==> config.mk <==
export PLATFORM = sky130hd
export DESIGN_NAME = counter_cascade
export DESIGN_NICKNAME = d
export VERILOG_FILES = /design/src/rtl/counter_cascade.sv
export SDC_FILE = /design/constraint.sdc
export NUM_CORES = 1
export LEC_CHECK = 0
export CAP_MARGIN = 40
export CORE_ASPECT_RATIO = 0.9
export CORE_MARGIN = 2
export CORE_UTILIZATION = 64
export DETAILED_ROUTE_END_ITERATION = 16
export DONT_BUFFER_PORTS = 1
export PLACE_DENSITY = 0.83
export RECOVER_POWER = 100
export SYNTH_ARGS = -nofsm -noshare
export SYNTH_HDL_FRONTEND = slang
export SYNTH_SLANG_ARGS = --single-unit
==> constraint.sdc <==
create_clock -name clk -period 3.83 [get_ports clk]
set_input_delay 0.383 -clock clk [delete_from_list [all_inputs] [get_ports clk]]
set_output_delay 0.383 -clock clk [all_outputs]
set_load 0.02 [all_outputs]
==> src/rtl/counter_cascade.sv <==
// Cascaded counter: DIGITS stages of WIDTH bits, each wrapping at its own live maximum.
// Latency: cnt/done registered, one cycle after enabling inputs; wrp/ovf combinational.
// Backpressure: none; ena gates stage 0 and carries ripple through a same-cycle term chain.
module counter_cascade #(
    parameter int WIDTH          = 8,
    parameter int DIGITS         = 2,
    parameter int ONESHOT        = 0,
    parameter int IMPLEMENTATION = 0
) (
    input  logic                    clk,
    input  logic                    rst,
    input  logic                    ena,
    input  logic                    dir,
    input  logic                    ld,
    input  logic [DIGITS*WIDTH-1:0] ld_val,
    input  logic [DIGITS*WIDTH-1:0] max,
    output logic [DIGITS*WIDTH-1:0] cnt,
    output logic [DIGITS-1:0]       wrp,
    output logic                    ovf,
    output logic                    done
);

    if ((IMPLEMENTATION != 0 && IMPLEMENTATION != 1) || WIDTH < 1 || DIGITS < 1) begin : g_bad_param
        $fatal(1, "counter_cascade: unsupported parameter combination");
    end

    localparam bit              ONE_SHOT = (ONESHOT != 0);
    localparam logic [WIDTH-1:0] ONE_W   = WIDTH'(1);

    logic [DIGITS-1:0][WIDTH-1:0] cnt_q;
    logic [DIGITS-1:0][WIDTH-1:0] cnt_nxt;
    logic [DIGITS-1:0][WIDTH-1:0] max_s;
    logic [DIGITS-1:0]            term;
    logic [DIGITS-1:0]            cin;
    logic                         done_q;
    logic                         done_s;

    assign max_s  = max;
    assign done_s = ONE_SHOT & done_q;

    always_comb begin
        logic             c;
        logic [WIDTH-1:0] wv;
        term    = '0;
        cin     = '0;
        cnt_nxt = cnt_q;
        c       = ena & ~ld & ~done_s;
        wv      = '0;
        for (int i = 0; i < DIGITS; i++) begin
            // >= rather than == so values above max (loaded, or max lowered) still wrap
            term[i] = dir ? (cnt_q[i] == '0) : (cnt_q[i] >= max_s[i]);
            cin[i]  = c;
            wv      = dir ? max_s[i] : '0;
            if (IMPLEMENTATION == 0) begin
                if (cin[i] & term[i])
                    cnt_nxt[i] = wv;
                else if (dir)
                    cnt_nxt[i] = cnt_q[i] - WIDTH'(cin[i]);
                else
                    cnt_nxt[i] = cnt_q[i] + WIDTH'(cin[i]);
            end else begin
                if (cin[i])
                    cnt_nxt[i] = term[i] ? wv : (dir ? cnt_q[i] - ONE_W : cnt_q[i] + ONE_W);
            end
            c = c & term[i];
        end
    end

    assign wrp  = cin & term;
    assign ovf  = wrp[DIGITS-1];
    assign cnt  = cnt_q;
    assign done = done_s;

    always_ff @(posedge clk) begin
        if (rst) begin
            cnt_q  <= '0;
            done_q <= 1'b0;
        end else if (ld) begin
            cnt_q  <= ld_val;
            done_q <= 1'b0;
        end else if (ONE_SHOT && ovf) begin
            // terminal value is held; done then blocks further carries
            done_q <= 1'b1;
        end else begin
            cnt_q <= cnt_nxt;
        end
    end

endmodule

# After elaboration in Yosys (flattened, before gate mapping)
# Cells that the tools add are included.
# classes
order_cmp	2
n_addsub	4
reduce_logical	2
n_mux	9
bitwise_logic	5
# op_table
op	n
$mux W8	6
$add A8 B1 Y8	2
$ge A8 B8 Y1	2
$logic_not A8 Y1	2
$mux W16	1
$sub A8 B1 Y8	2
$and A1 B1 Y1	3
$and A2 B2 Y2	1
$mux W1	2
$not A1 Y1	1
# word_totals
out_inout_bits	20
regBits	16
wordCells	24

# Depth between registers and ports, before layout
# logic_depth
word_depth	7
mapped_depth	17
mapped_depth_nobuf	16

# Least setup slack after synthesis
# No wires, ideal clock.
# synth_path
path_kind	register -> register
start	register cnt_q, in the netlist cnt[0]
end	register cnt_q, in the netlist cnt[14]
stages_incl_launch_ff	18
required_time_ns	3.735
path_slack_ns	0.503
arrival_time_ns	3.231
cell_sequence	dfxtp_1 > inv_1 > ha_1 > nand2b_4 > a2111oi_4 > o31ai_2 > nand2_4 > inv_6 > buf_6 > ha_1 > inv_1 > fa_1 > a21o_1 > a21oi_1 > o211ai_1 > o41ai_1 > o22ai_1 > a221oi_1
# synth_between
elab_chain_cells	7
# synth_rtl
item	line	rtl
start, declared	30	logic [DIGITS-1:0][WIDTH-1:0] cnt_q;
start signal, assigned	79	cnt_q <= ld_val;
start signal, assigned	85	cnt_q <= cnt_nxt;
$ge A8 B8 Y1 / $logic_not A8 Y1 (equally long branches)	51	term[i] = dir ? (cnt_q[i] == '0) : (cnt_q[i] >= max_s[i]);
$mux W1 (*)	51	
$and A1 B1 Y1 (*)	65	c = c & term[i];
$add A8 B1 Y8 / $sub A8 B1 Y8 (equally long branches)	60, 58	
$mux W8	57	else if (dir)
$mux W8 (*)	55	if (cin[i] & term[i])
$mux W16 (*)	78	end else if (ld) begin
# Every way passes the cells marked *; elsewhere a longest branch is shown, timed or not.
# A chain may end at the register's enable or synchronous reset.

# Final worst setup path
# Same ends and word-level chain as after synthesis.

==> flow_summary.ini <==
[timing]
min_period_over_period_pct = 91.7
finalSetupTns_ps = 0
slew_headroom_pct = 64.8
hold_ws_ps = 119
rsz0062_at_grt = false
final-hold-violation-count = 0
min_period_ps = 3510
setup_viol = 0
skew_ps = 15.9
fmax_mhz = 285
worstMarginPinSlew_ps = 528
maxSlewViolCount = 0

[hold_path]
holdCritPathClass = in2reg
hold_depth = 1
hold_end = cnt[11]$_SDFF_PP0_
worstHoldStart = rst

[placed_design]
io_buffer_count = 0
dp_hpwl_mm = 3.73
gp_congestion = 0.835
dp_cells = 283

[run_status]
outcome = complete, no violations

[routing]
drc = 0
via_count = 1824
routed_wl_mm = 4.83
ant_nets = 0
vias_per_cell = 6.36
wl_per_cell_um = 16.8
firstDrtPassIters = 5
drt_iter0_drc = 121

[synthesis]
ys_seq_area_share_pct = 16.0
synth_edf_count = 0
ys_types = 59
synth_top_area_share_pct = 19.4
yosys_warnings = 0
yosysMostFrequentCell = inv_1
async_flop_share_pct = 0
syn_area_per_cell_sq_um = 8.01
yosys-top-cells-area = ha_1 19%, dfxtp_1 16%, inv_1 7.3%
synth_common_cells = 39 x inv_1, 31 x ha_1, 16 x a21oi_1, 16 x dfxtp_1, 14 x nor2_1
netlist_area_sq_um = 2000
syn-num-nets = 320
synth_largest_area_cell = ha_1
ys_ff_latch = 16
syn_inst = 250
synthFlopType = dfxtp_1

[setup_path]
startpoint_type = flip-flop
worstSetupPathType = reg2reg
worst_r2r_path_depth = 16
cp_max_fo = 19
cp.arrival_ps = 3730
end_kind = flip-flop
ff2ff_setup_slack_ps = 320
cp.required_ps = 4040
timing.rr.start = cnt[0]$_SDFF_PP0_
r2r_end = cnt[14]$_SDFF_PP0_

[cts]
htreeDepth = 1
clockBufferDepth = 2
cts_sinks = 16
cts_tree = built
cts_buffers = 3
insertion_delay_ps = 310
ctsResizeCount = 0
clkTransAtPathRegs_ps = 120
root_buffer = clkbuf_4
holdBufCountCts = 0
post_cts_buffers = 0

[die]
dieHeight_um = 57.1
die-area_sq_um = 3590
ios = 57
core_sq_um = 3020
start_util_pct = 66.3
die_w_um = 63.0
rows = 19

[power_and_ir_drop]
power_density_nw_per_um2 = 341
cellLeakagePower_nw = 0.916
peakVddDrop_v = 0.000205

[finish]
fillers = 263
nets = 316
antenna_cells = 0
stdcell_count = 287
layout-area-overhead-vs-synth_pct = 1.44
largest_reg_flops = 16
drive_gt1_share_pct = 6.53

[global_routing]
grt_usage_pct = 27.8
grt_pass1_vias = 1744
grt_pass1_wl_mm = 8.05
antenna_found_initial = 0
gr-total-overflow = 0
grt_max_degree = 34

[job]
drv_cap = 0
-- final cells by class --
class / count / area, sq um / area share [%]
multi-input combinational: 182 / 1460 / 71.7
tap: 42 / 52.6 / 2.59
sequential: 16 / 320 / 15.8
timing repair buffer: 3 / 11.3 / 0.554
clock buffer: 4 / 36.3 / 1.79
inverter: 40 / 155 / 7.64
-- metrics by stage --
step | worst slack, ps | utilization [%] | area (sq um) | total power, mW
after floorplan | 503 | - | 2000 | 0.516
after global placement | 366 | 66.7 | 2010 | 0.560
after detailed placement | 242 | 66.7 | 2010 | 0.568
after CTS | 205 | 67.9 | 2050 | 0.689
after global routing | 54.2 | 67.3 | 2030 | 0.743
final | 319 | 67.3 | 2030 | 0.692
-- where the power goes --
group / internal (mW) / total, mW / switching (mW) / leakage (nW)
clock: 0.0582 / 0.122 / 0.0643 / 0.0210
combinational: 0.152 / 0.331 / 0.179 / 0.762
sequential: 0.187 / 0.239 / 0.0520 / 0.133
total: 0.397 / 0.692 / 0.295 / 0.916
-- how the worst max path moves through the flow --
stage / startpoint / end / slack [ps] / cells after the start
floorplan: cnt[0]$_SDFF_PP0_ / cnt[14]$_SDFF_PP0_ / 500 / 17
global placement: cnt[0]$_SDFF_PP0_ / cnt[14]$_SDFF_PP0_ / 370 / 16
detailed placement: cnt[0]$_SDFF_PP0_ / cnt[14]$_SDFF_PP0_ / 240 / 16
CTS: cnt[0]$_SDFF_PP0_ / cnt[14]$_SDFF_PP0_ / 200 / 16
global route: cnt[0]$_SDFF_PP0_ / cnt[14]$_SDFF_PP0_ / 50 / 16
finish: cnt[0]$_SDFF_PP0_ / cnt[14]$_SDFF_PP0_ / 320 / 16
-- logic make-up (layout without fill, tap and decap cells) --
logic type	Yosys count	in the layout	share of synthesized area (%)
flip-flops	16	16	16.0
buffers and inverters	52	47	10.9
AND/OR/NAND/NOR	60	60	17.1
adder cells (fa/ha/maj)	33	33	21.4
XOR/XNOR	7	7	3.75
other	1	1	0.187
AO/OA/AOI/OAI	81	81	30.7
-- per-layer routing --
layer | up-vias | GRT usage, % | part of all wire [%]
met5 | - | 0 | 0
met4 | 0 | 6.03 | 0.21
met3 | 3 | 8.28 | 11
met2 | 92 | 44.2 | 44
met1 | 838 | 37.7 | 45
li1 | 891 | - | -
-- layout by cell type, fill, tap and decap left out, drive strengths merged, types with 4 or more instances in the layout --
cell type  synthesis  routed
a21oi             17      17
a221oi             7       7
a41oi              7       7
clkbuf             6       7
dfxtp             16      16
ha                31      31
inv               40      40
nand2             10      10
nand2b             4       4
nand3              8       8
nor2              14      14
nor2b              4       4
nor3               5       5
nor4               6       6
o21a              11      11
o21ai             14      14
-- critical path, stage by stage, from the launching register on --
cell	delay, ps
dfxtp_1	520
inv_1	120
ha_1	300
nand2b_4	130
a2111oi_4	80
o31ai_4	270
nand2_4	140
inv_6	200
ha_1	200
inv_1	50
fa_1	400
a21o_1	170
a21oi_1	270
o211ai_1	130
o41ai_1	70
o22ai_1	130
a221oi_1	230
No activity file was read; power rests on OpenSTA's default activity.
